## src/rtl/alu_share_arbiter.sv

```systemverilog
// rtl/alu_share_arbiter.sv - round-robin sharing of one combinational ALU between two requesters
// Operands, control and result are registered; one operation in flight at a time.
module alu_share_arbiter #(
  parameter int DATA_WIDTH = 32
) (
  input  logic                  clk,
  input  logic                  rst,
  input  logic                  req0_valid,
  output logic                  req0_ready,
  input  logic [DATA_WIDTH-1:0] req0_op1,
  input  logic [DATA_WIDTH-1:0] req0_op2,
  input  logic [2:0]            req0_ctrl,
  input  logic                  req1_valid,
  output logic                  req1_ready,
  input  logic [DATA_WIDTH-1:0] req1_op1,
  input  logic [DATA_WIDTH-1:0] req1_op2,
  input  logic [2:0]            req1_ctrl,
  output logic                  rsp_valid,
  input  logic                  rsp_ready,
  output logic                  rsp_id,
  output logic [DATA_WIDTH-1:0] rsp_result,
  output logic                  rsp_eq,
  output logic [DATA_WIDTH-1:0] alu_op1,
  output logic [DATA_WIDTH-1:0] alu_op2,
  output logic [2:0]            alu_ctrl,
  input  logic [DATA_WIDTH-1:0] alu_out,
  input  logic                  alu_eq
);

  typedef enum logic [1:0] {
    S_IDLE = 2'd0,
    S_EXEC = 2'd1,
    S_RESP = 2'd2
  } state_t;

  state_t                r_state;
  state_t                w_state_nxt;
  logic                  r_last_grant;
  logic                  r_id;
  logic [DATA_WIDTH-1:0] r_op1;
  logic [DATA_WIDTH-1:0] r_op2;
  logic [2:0]            r_ctrl;
  logic [DATA_WIDTH-1:0] r_result;
  logic                  r_eq;
  logic                  w_grant;
  logic                  w_ready0;
  logic                  w_ready1;
  logic                  w_accept;
  logic                  w_take;

  // On a tie the requester not served last wins; otherwise whoever is valid.
  always_comb begin
    w_grant = 1'b0;
    if (req0_valid && req1_valid) begin
      w_grant = ~r_last_grant;
    end else if (req1_valid) begin
      w_grant = 1'b1;
    end
  end

  always_comb begin
    w_state_nxt = r_state;
    w_ready0    = 1'b0;
    w_ready1    = 1'b0;
    w_take      = 1'b0;
    case (r_state)
      S_IDLE: begin
        w_ready0 = !rst && req0_valid && !w_grant;
        w_ready1 = !rst && req1_valid && w_grant;
        if (w_ready0 || w_ready1) w_state_nxt = S_EXEC;
      end
      S_EXEC: w_state_nxt = S_RESP;
      S_RESP: begin
        w_take = rsp_ready;
        if (rsp_ready) w_state_nxt = S_IDLE;
      end
      default: w_state_nxt = S_IDLE;
    endcase
  end

  assign w_accept = w_ready0 || w_ready1;

  always_ff @(posedge clk) begin
    if (rst) r_state <= S_IDLE;
    else     r_state <= w_state_nxt;
  end

  always_ff @(posedge clk) begin
    if (rst) begin
      r_last_grant <= 1'b1;
      r_id         <= 1'b0;
      r_op1        <= '0;
      r_op2        <= '0;
      r_ctrl       <= '0;
      r_result     <= '0;
      r_eq         <= 1'b0;
    end else begin
      if (w_accept) begin
        r_id   <= w_grant;
        r_op1  <= w_grant ? req1_op1 : req0_op1;
        r_op2  <= w_grant ? req1_op2 : req0_op2;
        r_ctrl <= w_grant ? req1_ctrl : req0_ctrl;
      end
      if (r_state == S_EXEC) begin
        r_result <= alu_out;
        r_eq     <= alu_eq;
      end
      if (w_take) r_last_grant <= r_id;
    end
  end

  assign req0_ready = w_ready0;
  assign req1_ready = w_ready1;
  assign rsp_valid  = (r_state == S_RESP);
  assign rsp_id     = r_id;
  assign rsp_result = r_result;
  assign rsp_eq     = r_eq;
  assign alu_op1    = r_op1;
  assign alu_op2    = r_op2;
  assign alu_ctrl   = r_ctrl;

endmodule

```

## config.mk

```make
export PLATFORM = sky130hd
export DESIGN_NAME = alu_share_arbiter
export DESIGN_NICKNAME = d
export VERILOG_FILES = /design/src/rtl/alu_share_arbiter.sv
export SDC_FILE = /design/constraint.sdc
export NUM_CORES = 1
export LEC_CHECK = 0
export CORE_UTILIZATION = 40
export CTS_CLUSTER_SIZE = 16
export DETAILED_ROUTE_END_ITERATION = 10
export PLACE_DENSITY = 0.9
export REMOVE_ABC_BUFFERS = 1
export SLEW_MARGIN = 20
export SYNTH_ARGS = -nofsm -noshare
export SYNTH_HDL_FRONTEND = slang
export SYNTH_SLANG_ARGS = --single-unit
export TNS_END_PERCENT = 50
```

## constraint.sdc

```tcl
create_clock -name clk -period 3.2 [get_ports clk]
set_input_delay 0.8 -clock clk [delete_from_list [all_inputs] [get_ports clk]]
set_output_delay 0.8 -clock clk [all_outputs]
set_load 0.05 [all_outputs]
```

==> out/metrics.yaml <==
run_status: "finished, final reports clean"
internal-power_mw: 2.29
drc_errors: 0
power_density_nw_per_um2: 477
r2r_cells: 4
cp.arrival_ns: 1.95
maxCapViolCount: 0
whs_path_depth: 2
initial_core_util_pct: 41.9
cp_slowest_cell: "clkdlybuf4s50_1"
combinationalPowerShare_pct: 35.6
setup_viol: 0
met1_usage_pct: 29.1
ctsResizeCount: 0
die_area_sq_um: 11400
cts.sinks: 104
vdd_drop_max_v: 0.000247
areaGrowthSynthToFinish_pct: 68.5
critPathLaunchType: "input port"
end_kind: "output pin"
path_delay_family: "buffers and inverters"
clk_pin_slew_ns: 0.09
drive_gt1_share_pct: 4.84
maxSlewViolCount: 0
totalPowerFinal_mw: 3.54
cp_slowest_stage_delay_ns: 0.52
grt_pass1_vias: 4631
cp.depth: 4
synth_mux_area_share_pct: 11.8
dieWidth_um: 107
slew_headroom_pct: 40.0
crit_path_max_fanout: 4
vias: 4713
htreeDepth: 3
max_freq_ghz: 0.364
antenna_found_initial: 0
synth_xor_area_share_pct: 0
grt_use_total_pct: 25.8
min_period_over_period_pct: 85.9
wire_per_inst_um: 16.7
seq_power_share_pct: 42.0
power.switching_mw: 1.25
cts_buffer_depth: 2
hold_viol: 0
ant_nets: 0
routabilityCongestion: 0.811
final_net_count: 931
rows: 37
chipHeight_um: 107
yosys.area_share.simple_pct: 18.0
hold_path_class: "reg -> reg"
post-cts-setup-buffers: 0
dr.pass1.iters: 4
cts_hold_buf: 0
grtUsageMet2_pct: 45.3
viasPerCell: 5.24
cts_tree: "built"
root_buffer: "clkbuf_8"
syn_area_sq_um: 4400
grt_pass1_wl_mm: 23.2
post-dp-hpwl_mm: 10.8
numCtsBuffers: 9
fin_util_pct: 70.5
crit_type: "in -> out"
grt_setup_unrepaired: "no"
ys_seq_area_share_pct: 47.3
layout_common_cells: "272 x clkdlybuf4s50_1, 148 x nand2_1, 104 x dfxtp_1"
wl_mm: 15.0
p_leak_nw: 2.83
ys_types: 22
skew_ns: 0.0160
synthAdderAreaFrac_pct: 0
fin_crit_ns: 2.75
port_buffers: 275
met3_usage_pct: 7.36
crit_buf_inv: 2
top_usage_layer: "met2"
grt.overflow.total: 0
yosys_register_bits: 104
drt-initial-drc-count: 266
netlist_instances: 510
grt_max_degree: 69
synth_compound_area_share_pct: 17.8
syn_avg_cell_area_sq_um: 8.63
synth_top_family_by_area: "simple AND/OR/NAND/NOR gates"
worstMarginPinSlew_ns: 0.899
io_pins: 276
ys_warn_count: 0
p_clk_share_pct: 22.4
final_common_cell: "clkdlybuf4s50_1"
clock_latency_ns: 0.37
p_sw_share_pct: 35.4
diodes: 0
fp.coreArea_sq_um: 10500
path_cells: "clkdlybuf4s50_1 > a21boi_4 > and2_1 > buf_12"
crit_required_ns: 2.40
==> registers in the layout (all words and copies together), names as in the netlist <==
name,flops
alu_op1,32
alu_op2,32
rsp_result,32
alu_ctrl,3
r_state,2
r_last_grant,1
rsp_eq,1
rsp_id,1
==> tightest hold or removal path, cell delays in order (launching register included) <==
cell     delay [ns]
dfxtp_1        0.32
nand2_1        0.05
a21oi_1        0.05
==> cell families after synthesis <==
group	count (synthesis)
AND/OR/NAND/NOR	184
AO/OA/AOI/OAI	122
flip-flops	104
multiplexers	52
buffers and inverters	48
==> routing by layer <==
| layer | vias up | wire (um) |
|---|---|---|
| met5 | - | 0 |
| met4 | 0 | 422 |
| met3 | 35 | 1310 |
| met2 | 233 | 7470 |
| met1 | 2183 | 5850 |
| li1 | 2262 | - |
==> synth_stat cells <==
| library cell | count | area [sq um] |
|---|---|---|
| and3_1 | 1 | 6.26 |
| buf_4 | 3 | 22.5 |
| a311o_1 | 1 | 10.0 |
| a21oi_1 | 76 | 380 |
| nand2b_1 | 28 | 175 |
| clkbuf_1 | 34 | 128 |
| a311oi_1 | 41 | 359 |
| nand2_1 | 148 | 556 |
| and2_0 | 1 | 6.26 |
| or2_0 | 1 | 6.26 |
| buf_1 | 1 | 3.75 |
| nor3_4 | 1 | 16.3 |
| mux2i_1 | 52 | 521 |
| nor2b_1 | 2 | 12.5 |
| buf_2 | 7 | 35.0 |
| dfxtp_1 | 104 | 2080 |
| buf_6 | 3 | 33.8 |
| or3_1 | 1 | 6.26 |
| and2_1 | 1 | 6.26 |
| a21boi_1 | 1 | 7.51 |
| a21boi_0 | 1 | 7.51 |
| a21bo_2 | 2 | 20.0 |
==> worst paths after layout <==
| kind | from | slack (ns) | endpoint |
|---|---|---|---|
| min reg2reg | rsp_result[14] | 0.46 | rsp_result[14] |
| min | rsp_result[14] | 0.46 | rsp_result[14] |
| max | req0_valid | 0.45 | req1_ready |
| max reg2reg | r_last_grant | 1.29 | alu_op2[21] |
==> layout make-up <==
cell class	instances	area, sq um
Clock buffer	12	165
Clock inverter	4	26.3
Fill cell	752	3100
Multi-Input combinational cell	358	2120
Sequential cell	104	2080
Tap cell	136	170
Timing Repair Buffer	286	2850
==> stage by stage <==
stage,worst slack [ns],TNS [ns],area (sq um),instances,hold slack [ns]
global placement,0.488,0,7220,884,0.441
floorplan,-1.59,-107.12,4180,462,0.598
finish,0.450,0,7410,900,0.460
detailed placement,0.320,0,7220,884,0.450
global route,0.393,0,7410,900,0.477
CTS,0.425,0,7410,900,0.464
==> power by group through the flow <==
stage / combinational (mW) / clock, mW / sequential, mW
finish: 1.26 / 0.791 / 1.49
CTS: 1.27 / 0.817 / 1.49
global route: 1.33 / 0.869 / 1.50
detailed placement: 1.26 / 0 / 1.52
floorplan: 0.290 / 0 / 1.92
global placement: 1.24 / 0 / 1.51
Note: power is estimated with default switching activity, not from simulation.
